===== config.mk =====
export PLATFORM = sky130hd
export DESIGN_NAME = conf_reg_bank
export DESIGN_NICKNAME = d
export VERILOG_FILES = /design/src/rtl/conf_reg_bank.sv
export SDC_FILE = /design/constraint.sdc
export NUM_CORES = 1
export LEC_CHECK = 0
export CORE_MARGIN = 2
export CORE_UTILIZATION = 51
export CTS_CLUSTER_DIAMETER = 30
export DETAILED_ROUTE_END_ITERATION = 8
export MAX_ROUTING_LAYER = met4
export PLACE_DENSITY = 0.89
export SLEW_MARGIN = 20
export SYNTH_ARGS = -nofsm -noshare
export SYNTH_HDL_FRONTEND = slang
export SYNTH_SLANG_ARGS = --single-unit

===== constraint.sdc =====
create_clock -name clk -period 18.6 [get_ports clk]
set_clock_uncertainty 0.1 [all_clocks]
set_input_delay 1.86 -clock clk [delete_from_list [all_inputs] [get_ports clk]]
set_output_delay 1.86 -clock clk [all_outputs]
set_load 0.01 [all_outputs]

===== src/rtl/conf_reg_bank.sv =====
// conf_reg_bank
//   Configuration target for the CONF bus. Accepted writes are buffered in a
//   small FIFO and drained, one per cycle, into a bank of NUM_REGS registers.
//   Out-of-range addresses are dropped at drain time and counted in a
//   saturating error counter. cfg_lock freezes draining while still letting
//   the FIFO fill.
//
//   Optional feature macro: CONF_READBACK_EN
//     When defined, adds a registered read port (rd_addr -> rd_data).
//
// Ports:
//   clk, rst        clock (posedge) and asynchronous active-high reset
//   c_addr, c_data  CONF write address / data
//   c_valid         write request
//   c_ready         target can accept (FIFO not full), combinational
//   cfg_lock        hold off draining while high
//   cfg_regs        flattened register bank, reg i at [i*C_DATA_WIDTH +: C_DATA_WIDTH]
//   cfg_update      one-cycle one-hot strobe for the register just written
//   fifo_level      current FIFO occupancy
//   err_cnt         saturating count of drained out-of-range writes
//   rd_addr/rd_data (CONF_READBACK_EN only) registered register readback
module conf_reg_bank #(
  parameter int C_ADDR_WIDTH = 8,
  parameter int C_DATA_WIDTH = 32,
  parameter int NUM_REGS     = 16,
  parameter int DEPTH        = 4,
  parameter int ERR_WIDTH    = 8,
  parameter logic [C_DATA_WIDTH-1:0] RESET_VAL = '0
) (
  input  logic                             clk,
  input  logic                             rst,
  input  logic [C_ADDR_WIDTH-1:0]          c_addr,
  input  logic [C_DATA_WIDTH-1:0]          c_data,
  input  logic                             c_valid,
  output logic                             c_ready,
  input  logic                             cfg_lock,
  output logic [NUM_REGS*C_DATA_WIDTH-1:0] cfg_regs,
  output logic [NUM_REGS-1:0]              cfg_update,
  output logic [$clog2(DEPTH+1)-1:0]       fifo_level,
  output logic [ERR_WIDTH-1:0]             err_cnt
`ifdef CONF_READBACK_EN
  ,
  input  logic [C_ADDR_WIDTH-1:0]          rd_addr,
  output logic [C_DATA_WIDTH-1:0]          rd_data
`endif
);

  localparam int PTR_W = $clog2(DEPTH);
  localparam int LVL_W = $clog2(DEPTH+1);
  localparam logic [LVL_W-1:0]        DEPTH_LVL    = LVL_W'(DEPTH);
  // One extra bit so NUM_REGS == 2**C_ADDR_WIDTH is representable.
  localparam logic [C_ADDR_WIDTH:0]   NUM_REGS_EXT = (C_ADDR_WIDTH+1)'(NUM_REGS);

  typedef enum logic [1:0] {
    IDLE   = 2'd0,
    DRAIN  = 2'd1,
    LOCKED = 2'd2
  } state_t;

  state_t state, state_next;

  logic [C_ADDR_WIDTH-1:0] fifo_addr [DEPTH];
  logic [C_DATA_WIDTH-1:0] fifo_data [DEPTH];
  logic [PTR_W-1:0]        wr_ptr, rd_ptr;
  logic [LVL_W-1:0]        count, count_next;

  logic                    push, pop;
  logic [C_ADDR_WIDTH-1:0] head_addr;
  logic [C_DATA_WIDTH-1:0] head_data;
  logic                    head_in_range;
  logic [NUM_REGS-1:0]     wr_hit;

  logic [C_DATA_WIDTH-1:0] regs [NUM_REGS];

  assign c_ready       = (count < DEPTH_LVL);
  assign fifo_level    = count;
  assign push          = c_valid && c_ready;
  // DRAIN is only ever entered with a non-empty FIFO, so the state alone
  // qualifies the pop.
  assign pop           = (state == DRAIN);
  assign head_addr     = fifo_addr[rd_ptr];
  assign head_data     = fifo_data[rd_ptr];
  assign head_in_range = ({1'b0, head_addr} < NUM_REGS_EXT);

  // Occupancy after this edge; push and pop together leave it unchanged.
  always_comb begin
    count_next = count;
    case ({push, pop})
      2'b10:   count_next = count + 1'b1;
      2'b01:   count_next = count - 1'b1;
      default: count_next = count;
    endcase
  end

  // Next state follows the post-edge occupancy and the current lock input,
  // so a write into an empty FIFO is drained on the very next edge.
  always_comb begin
    state_next = IDLE;
    if (cfg_lock)
      state_next = LOCKED;
    else if (count_next == '0)
      state_next = IDLE;
    else
      state_next = DRAIN;
  end

  // Decode of the register targeted by the entry popped this cycle.
  always_comb begin
    wr_hit = '0;
    for (int i = 0; i < NUM_REGS; i++) begin
      if (pop && head_in_range &&
          ({1'b0, head_addr} == (C_ADDR_WIDTH+1)'(i)))
        wr_hit[i] = 1'b1;
    end
  end

  // FIFO storage needs no reset: entries are only read while count > 0.
  always_ff @(posedge clk) begin
    if (push) begin
      fifo_addr[wr_ptr] <= c_addr;
      fifo_data[wr_ptr] <= c_data;
    end
  end

  // Pointers wrap naturally because DEPTH is a power of two.
  always_ff @(posedge clk or posedge rst) begin
    if (rst) begin
      wr_ptr <= '0;
      rd_ptr <= '0;
      count  <= '0;
      state  <= IDLE;
    end else begin
      if (push)
        wr_ptr <= wr_ptr + 1'b1;
      if (pop)
        rd_ptr <= rd_ptr + 1'b1;
      count <= count_next;
      state <= state_next;
    end
  end

  // Register bank and its update strobe change together on the pop edge.
  always_ff @(posedge clk or posedge rst) begin
    if (rst) begin
      for (int i = 0; i < NUM_REGS; i++)
        regs[i] <= RESET_VAL;
      cfg_update <= '0;
    end else begin
      for (int i = 0; i < NUM_REGS; i++) begin
        if (wr_hit[i])
          regs[i] <= head_data;
      end
      cfg_update <= wr_hit;
    end
  end

  // Out-of-range drains bump the error count, which sticks at all-ones.
  always_ff @(posedge clk or posedge rst) begin
    if (rst) begin
      err_cnt <= '0;
    end else if (pop && !head_in_range && (err_cnt != '1)) begin
      err_cnt <= err_cnt + 1'b1;
    end
  end

  for (genvar g = 0; g < NUM_REGS; g++) begin : g_flat
    assign cfg_regs[g*C_DATA_WIDTH +: C_DATA_WIDTH] = regs[g];
  end

`ifdef CONF_READBACK_EN
  logic [C_DATA_WIDTH-1:0] rd_mux;

  // Out-of-range read addresses return zero.
  always_comb begin
    rd_mux = '0;
    for (int i = 0; i < NUM_REGS; i++) begin
      if ({1'b0, rd_addr} == (C_ADDR_WIDTH+1)'(i))
        rd_mux = regs[i];
    end
  end

  // Sampling regs before the non-blocking update gives read-before-write
  // when a drain hits the same register on this edge.
  always_ff @(posedge clk or posedge rst) begin
    if (rst)
      rd_data <= '0;
    else
      rd_data <= rd_mux;
  end
`endif

endmodule


=== Word-level counts from Yosys, hierarchy flattened ===
Memories as Yosys holds them, arrays and structs flattened.
Cells that the tools add are included.

* Equal/unequal tests: 19
* Muxes and demuxes: 21
* Reduce and logical (&&, ||, !) cells: 23
* Add/sub/neg operators: 5
* Order comparisons: 2

{| class="wikitable"
|+ Operators by type and width
! operator !! count
|-
| $eq A8 B4 Y1 const B || 8
|-
| $eq A8 B3 Y1 const B || 4
|-
| $logic_and A1 B1 Y1 || 20
|-
| $mux W1 || 19
|-
| $eq A8 B2 Y1 const B || 2
|-
| $add A8 B1 Y8 const B || 1
|-
| $eq A8 B1 Y1 const B || 1
|-
| $logic_not A8 Y1 || 1
|-
| $lt A8 B5 Y1 const B || 1
|-
| $ne A8 B8 Y1 const B || 1
|-
| $pmux W3 S2 || 1
|-
| $add A2 B1 Y2 const B || 2
|-
| $eq A2 B1 Y1 const B || 2
|-
| $add A3 B1 Y3 const B || 1
|-
| $logic_not A3 Y1 || 1
|-
| $lt A3 B3 Y1 const B || 1
|-
| $sub A3 B1 Y3 const B || 1
|-
| $eq A2 B2 Y1 const B || 1
|-
| $mux W2 || 1
|-
| $logic_not A1 Y1 || 1
|}

* Output and inout port bits: 540
* Word-level logic and storage cells: 94
* Input bits: 44
* Memory bits (writable): 160
* Register bits: 545
* Memories: 2

{| class="wikitable"
|+ Memories
! name !! words !! bits a word !! rd ports !! clocked after Yosys merged registers in !! wr ports !! RTL line !! source
|-
| fifo_data || 4 || 32 || 1 || 0 || 1 || 63 || <nowiki>logic [C_DATA_WIDTH-1:0] fifo_data [DEPTH];</nowiki>
|-
| fifo_addr || 4 || 8 || 1 || 0 || 1 || 62 || <nowiki>logic [C_ADDR_WIDTH-1:0] fifo_addr [DEPTH];</nowiki>
|}

=== Longest topological paths before layout ===
Gate-level depths: netlist of the first run.

* Word-level depth: 7
* Depth in mapped cells: 10
* Mapped depth without buffers: 9

=== Worst setup path before layout of the first run ===
Ideal clock, no wire load.

* Path type: input port to flip-flop
* Start: input c_valid
* End: memory fifo_addr[0][0], enable pin
* Data required time: 18.099 ns
* Stages: 3
* Library setup time: 0.401 ns
* Arrival time: 3.197 ns
* Slack: 14.901 ns
* Buffers on the path: 1
* Cell sequence: nor2b_1 > clkbuf_1 > and2_1

* Cells in the longest elaborated chain, start to end: 3

{| class="wikitable"
|+ RTL lines
! element !! RTL line !! source
|-
| from (decl) || 34 || <nowiki>input logic c_valid,</nowiki>
|-
| $logic_and A1 B1 Y1 || 77 || <nowiki>assign push = c_valid && c_ready;</nowiki>
|-
| $mux W1 || 119 || <nowiki>if (push) begin</nowiki>
|-
| $mux W1 (implied by the code) || 120 || <nowiki>fifo_addr[wr_ptr] <= c_addr;</nowiki>
|-
| to (decl) || 62 ||
|}

Every way passes these cells.

==> results of run 1 <==
[layout make-up]
class | instances | area (um2)
sequential | 705 | 18400
clock buffer | 153 | 3240
clock inverter | 63 | 870
multi-input combinational | 631 | 7460
antenna | 8 | 20.0
timing repair buffer | 591 | 5960
inverter | 23 | 93.8
fill | 2932 | 14400
tap | 680 | 851
[layer usage]
layer  global-route usage (%)  vias to the layer above  part of all wire, %
met5                        -                        -                    0
met4                     15.3                        0                  4.7
met3                     7.63                      196                  7.5
met2                     50.8                      808                   51
met1                     35.2                     8546                   37
li1                         -                     6534                    -
[metrics by stage]
step	setup slack [ps]	area (um2)	cells
3_3_place_gp	13730	32800	2628
3_5_place_dp	13620	32800	2628
5_1_grt	13950	36900	2852
2_1_floorplan	1400	26500	1455
6_report	14320	36900	2854
4_1_cts	14320	36900	2844
[worst min path at each step]
stage | endpoint | slack [ps] | cells past startpoint
2_1_floorplan | err_cnt[5] | 420 | 1
3_3_place_gp | cfg_regs[193] | 370 | 1
3_5_place_dp | cfg_regs[197] | 380 | 1
4_1_cts | cfg_regs[193] | 390 | 1
5_1_grt | cfg_regs[78] | 410 | 1
6_report | cfg_regs[193] | 390 | 1
[cell families after synthesis]
logic type | count (synthesis) | synth area share [%]
AOI/OAI and AO/OA | 9 | 0.350
xor gates and xnor gates | 13 | 0.430
adders and majority gates | 7 | 0.359
buffers and inverters | 119 | 2.32
DFF | 705 | 69.6
muxes | 549 | 25.6
and+or+nand+nor | 53 | 1.28
[worst max-delay path: stages]
cell             delay, ps
clkdlybuf4s50_1        490
inv_8                  640
buf_4                  720
buf_12                 350
buf_16                 450
[flip-flops by register name, indices dropped and copies added, names as in the netlist]
register and cells:
state 2, err_cnt 8, fifo_data 128, cfg_regs 512, wr_ptr 2, cfg_update 16, fifo_addr 32, fifo_level 3
rd_ptr 2
[power by group through the flow]
stage	registers (mW)	logic [mW]	clock network [mW]
CTS	2.02	1.40	2.24
finish	2.03	1.40	2.22
global route	2.05	1.45	2.31
detailed placement	2.04	1.37	0
floorplan	2.09	0.536	0
global placement	2.01	1.33	0
[cell usage after synthesis (6+ instances only)]
| library cell | n | area share [%] |
|---|---|---|
| mux4_2 | 36 | 3.1 |
| and2_1 | 7 | 0.17 |
| nand2_1 | 11 | 0.16 |
| dfrtp_1 | 545 | 51 |
| mux2_4 | 54 | 3.1 |
| clkbuf_1 | 36 | 0.51 |
| mux2_1 | 25 | 1.1 |
| buf_6 | 14 | 0.60 |
| xnor2_1 | 10 | 0.33 |
| inv_1 | 23 | 0.33 |
| edfxtp_1 | 160 | 18 |
| mux2_2 | 434 | 18 |
| buf_2 | 41 | 0.77 |
| ha_1 | 6 | 0.28 |
==> impl_metrics.yaml, run 1 <==
detailed_routing:
  drtIter0Drc: 1205
  post-route-drc-count: 0
  first_pass_iters: 5
  wl_per_cell_um: 28.2
  vias: 16100
  vias_per_cell: 5.64
  ant_nets: 0
  drt_wl_total_mm: 80.6
placed_design:
  place.port_buffers: 583
  dpl.hpwl_mm: 49.4
  place_congestion: 0.829
grt:
  antenna_found_initial: 7
  grt_max_degree: 183
  grt_pass1_vias: 17500
  grtUsageTotal_pct: 30.8
  grt_pass1_wl_mm: 117
  grt-ovfl-total: 0
critical_path:
  arrival_ps: 4830
  crit_path_start: "rst"
  cp_max_fo: 134
  required_ps: 19150
  reg2reg_to: "cfg_regs[416]"
  worst_setup_path_end_kind: "async pin"
  r2r_start: "rd_ptr[1]"
  r2r_cells: 5
  critical_path_class: "input pin to async pin"
  crit_end: "rd_ptr[1]"
  cp-start-kind: "input pin"
  r2r_slack_ps: 14700
clocking:
  post_cts_buffers: 0
  htreeDepth: 3
  cts_tree: "yes"
  clkSinkCount: 705
  ctsResizeCount: 0
  cts-buffers-inserted: 116
  clkTransAtPathRegs_ps: 50
  ctsHoldBuffers: 0
  clockBufferDepth: 3
  cts-root-buf: "clkbuf_16"
  insertion_delay_ps: 650
flow_run:
  maxCapViolCount: 0
floorplanning:
  rows: 83
  start_util_pct: 51.6
  core_area_mm2: 0.0513
  die_area_mm2: 0.0538
  fp.dieW_um: 232
  die_y_um: 232
  ios: 584
sta:
  post-route-min-period_ps: 4280
  relSlewSlack_pct: 22.0
  fmax_ghz: 0.234
  setup_viol: 0
  hold_viol_final: 0
  tightest_slew_ps: 1170
  fin_crit_sh_pct: 23.0
  rsz0062_at_grt: "no"
  setup_tns_ps: 0
  fin_hold_ws_ps: 392
  slew_violations: 0
power_and_ir_drop:
  p_int_mw: 3.95
  sw_frac_of_total_pct: 30.0
  worst_ir_drop_vdd_v: 0.000130
  power_density_mw_per_mm2: 153
  p_comb_share_pct: 24.7
  leakage_nw: 17.1
  switchingPower_mw: 1.69
  clkPwrFrac_pct: 39.3
  total_power_mw: 5.65
  pwr-share-seq_pct: 35.9
finish:
  mostFrequentLayoutCells: "583 x clkdlybuf4s50_1, 543 x dfrtp_1, 434 x mux2_2, 160 x edfxtp_1, 118 x clkbuf_16"
  final_common_cell: "clkdlybuf4s50_1"
  finish.utilization_pct: 72.0
  syn2layout_area_growth_pct: 39.5
  layout.nets: 2119
  drive_gt1_share_pct: 34.9
synthesis:
  seq_area_frac_synth_pct: 69.6
  synth_ff_type: "dfrtp_1"
  synth-seq-cells: 705
  async_flop_share_pct: 77.3
  synth_area_per_cell_um2: 18.2
  synth_edf_count: 160
  netlist_area_mm2: 0.0265
  ys_warn_count: 0
  syn_inst: 1455
  syn_nets: 1506
  yosysUniqueCellTypes: 38
min_path:
  hold_path.class: "flop to flop"
  min-delay-start: "cfg_regs[193]"
outcome:
  status: "complete, no violations"
No activity file was read; power rests on OpenSTA's default activity.
==> run 2, diff against run 1 <==
--- a/config.mk
+++ b/config.mk
@@ -6,11 +6,11 @@
 export NUM_CORES = 1
 export LEC_CHECK = 0
 export CORE_MARGIN = 2
-export CORE_UTILIZATION = 51
+export CORE_UTILIZATION = 46
 export CTS_CLUSTER_DIAMETER = 30
 export DETAILED_ROUTE_END_ITERATION = 8
 export MAX_ROUTING_LAYER = met4
-export PLACE_DENSITY = 0.89
+export PLACE_DENSITY = 0.85
 export SLEW_MARGIN = 20
 export SYNTH_ARGS = -nofsm -noshare
 export SYNTH_HDL_FRONTEND = slang
==> constraint.sdc (replaced) <==
create_clock -name clk -period 3.7 [get_ports clk]
set_clock_uncertainty 0.1 [all_clocks]
set_input_delay 0.37 -clock clk [delete_from_list [all_inputs] [get_ports clk]]
set_output_delay 0.37 -clock clk [all_outputs]
set_load 0.01 [all_outputs]
==> impl_metrics.yaml, run 2 (same netlist as run 1, synthesis figures left out) <==
clocking:
  cts_tree: "yes"
  htreeDepth: 3
  clockBufferDepth: 3
  post_cts_buffers: 0
  cts-root-buf: "clkbuf_16"
  clkTransAtPathRegs_ps: 50
  insertion_delay_ps: 670
  clkSinkCount: 705
  cts-buffers-inserted: 120
finish:
  finish.utilization_pct: 66.1
  seqCellArea_mm2: 0.0184
  drive_gt1_share_pct: 36.3
  fillers: 3615
  largest_reg_flops: 512
  final_common_cell: "clkdlybuf4s50_1"
  mostFrequentLayoutCells: "583 x clkdlybuf4s50_1, 543 x dfrtp_1, 434 x mux2_2, 160 x edfxtp_1, 124 x clkbuf_16"
  stdcell_count: 2967
  multi_input_area_mm2: 0.00745
  final_cell_area_mm2: 0.0375
  layout.nets: 2152
  syn2layout_area_growth_pct: 41.6
power_and_ir_drop:
  p_int_mw: 19.9
  clkPwrFrac_pct: 39.9
  sw_frac_of_total_pct: 30.7
  leakage_nw: 17.3
  total_power_mw: 28.7
  worst_ir_drop_vdd_v: 0.000573
  switchingPower_mw: 8.82
  p_comb_share_pct: 25.0
  power_density_mw_per_mm2: 767
  pwr-share-seq_pct: 35.1
critical_path:
  critical_path_class: "flop to flop"
  crit_path_max_incr_delay_ps: 920
  cp_max_fo: 33
  r2r_slack_ps: 460
  arrival_ps: 3680
  worst_setup_path_end_kind: "flop"
  required_ps: 4130
  cp_top_family: "simple AND/OR/NAND/NOR gates"
  cp-start-kind: "flop"
  crit_slowest_cell: "and4_2"
  path_buf_inv: 0
  cp_cell_sequence: "nor4b_1, a22oi_2, nand2_1, and4_2, mux2_2"
detailed_routing:
  wl_per_cell_um: 26.9
  ant_nets: 0
  drtIter0Drc: 912
  vias_per_cell: 5.38
  post-route-drc-count: 0
  vias: 16000
  drt_wl_total_mm: 79.8
  first_pass_iters: 5
floorplanning:
  core_area_mm2: 0.0567
  fp.dieW_um: 244
  ios: 584
  die_y_um: 244
  start_util_pct: 46.7
  rows: 87
  die_area_mm2: 0.0595
sta:
  setup_viol: 0
  tightest_slew_ps: 990
  fmax_ghz: 0.308
  fin_crit_sh_pct: 87.7
  setup_ws_ps: 456
  hold_viol_final: 0
  rsz0062_at_grt: "no"
  slew_violations: 0
  relSlewSlack_pct: 34.0
  post-route-min-period_ps: 3240
placed_design:
  dpl.hpwl_mm: 51.3
  placed_cell_area_mm2: 0.0332
  place_congestion: 0.832
  place_inst: 2734
  place.port_buffers: 583
  place_ws_ps: 436
grt:
  antenna_found_initial: 4
  grt_max_degree: 123
  grt_pass1_wl_mm: 117
  grt_pass1_vias: 17300
  grt-ovfl-total: 0
  grtUsageTotal_pct: 27.6
outcome:
  status: "complete, no violations"
min_path:
  hold_path.class: "input pin to flop"
flow_run:
  maxCapViolCount: 0
-- run 2: per-layer routing --
layer	share of wire, %	vias to the layer above	global-route usage (%)
met2	50	720	44.6
met4	5.2	0	14.2
met3	6.1	216	6.22
li1	-	6631	-
met5	0	-	-
met1	39	8408	32.7
-- run 2: power by group through the flow --
stage | Combinational [mW] | Sequential, mW | Clock, mW
final | 7.19 | 10.1 | 11.5
after global routing | 7.50 | 10.2 | 12.0
after CTS | 7.22 | 10.1 | 11.6
after detailed placement | 7.13 | 10.2 | 0
after global placement | 6.97 | 10.1 | 0
after floorplan | 2.70 | 10.5 | 0
-- run 2: path summary, 6_finish.rpt --
| kind | from | to | cells after the start |
|---|---|---|---|
| max in group asynchronous | rst | cfg_regs[490] | 5 |
| worst min register to register | cfg_regs[66] | cfg_regs[66] | 1 |
| worst min-delay path | cfg_lock | state[1] | 1 |
| worst max-delay path | rd_ptr[0] | cfg_regs[503] | 5 |
| min in group asynchronous | rst | cfg_regs[123] | 3 |
| worst max register to register | rd_ptr[0] | cfg_regs[503] | 5 |
-- run 2: final cells by class --
| class | instances | area share [%] |
|---|---|---|
| Multi-Input combinational cell | 631 | 19.9 |
| Timing Repair Buffer | 620 | 16.7 |
| Clock buffer | 145 | 8.73 |
| Clock inverter | 80 | 2.71 |
| Tap cell | 756 | 2.52 |
| Antenna cell | 7 | 0.0467 |
| Inverter | 23 | 0.240 |
| Sequential cell | 705 | 49.2 |
-- run 2: timing repair --
item / in CTS / in global routing
gates resized for setup: 0 / 0
hold buffers: 1 / 0
endpoints found under the hold margin: 10 / 0
-- run 2: through the flow --
step	hold slack, ps	TNS [ps]
after CTS	73.2	0
after global placement	372	0
after detailed placement	382	0
final	107	0
after global routing	89.1	0
after floorplan	301	-2280230
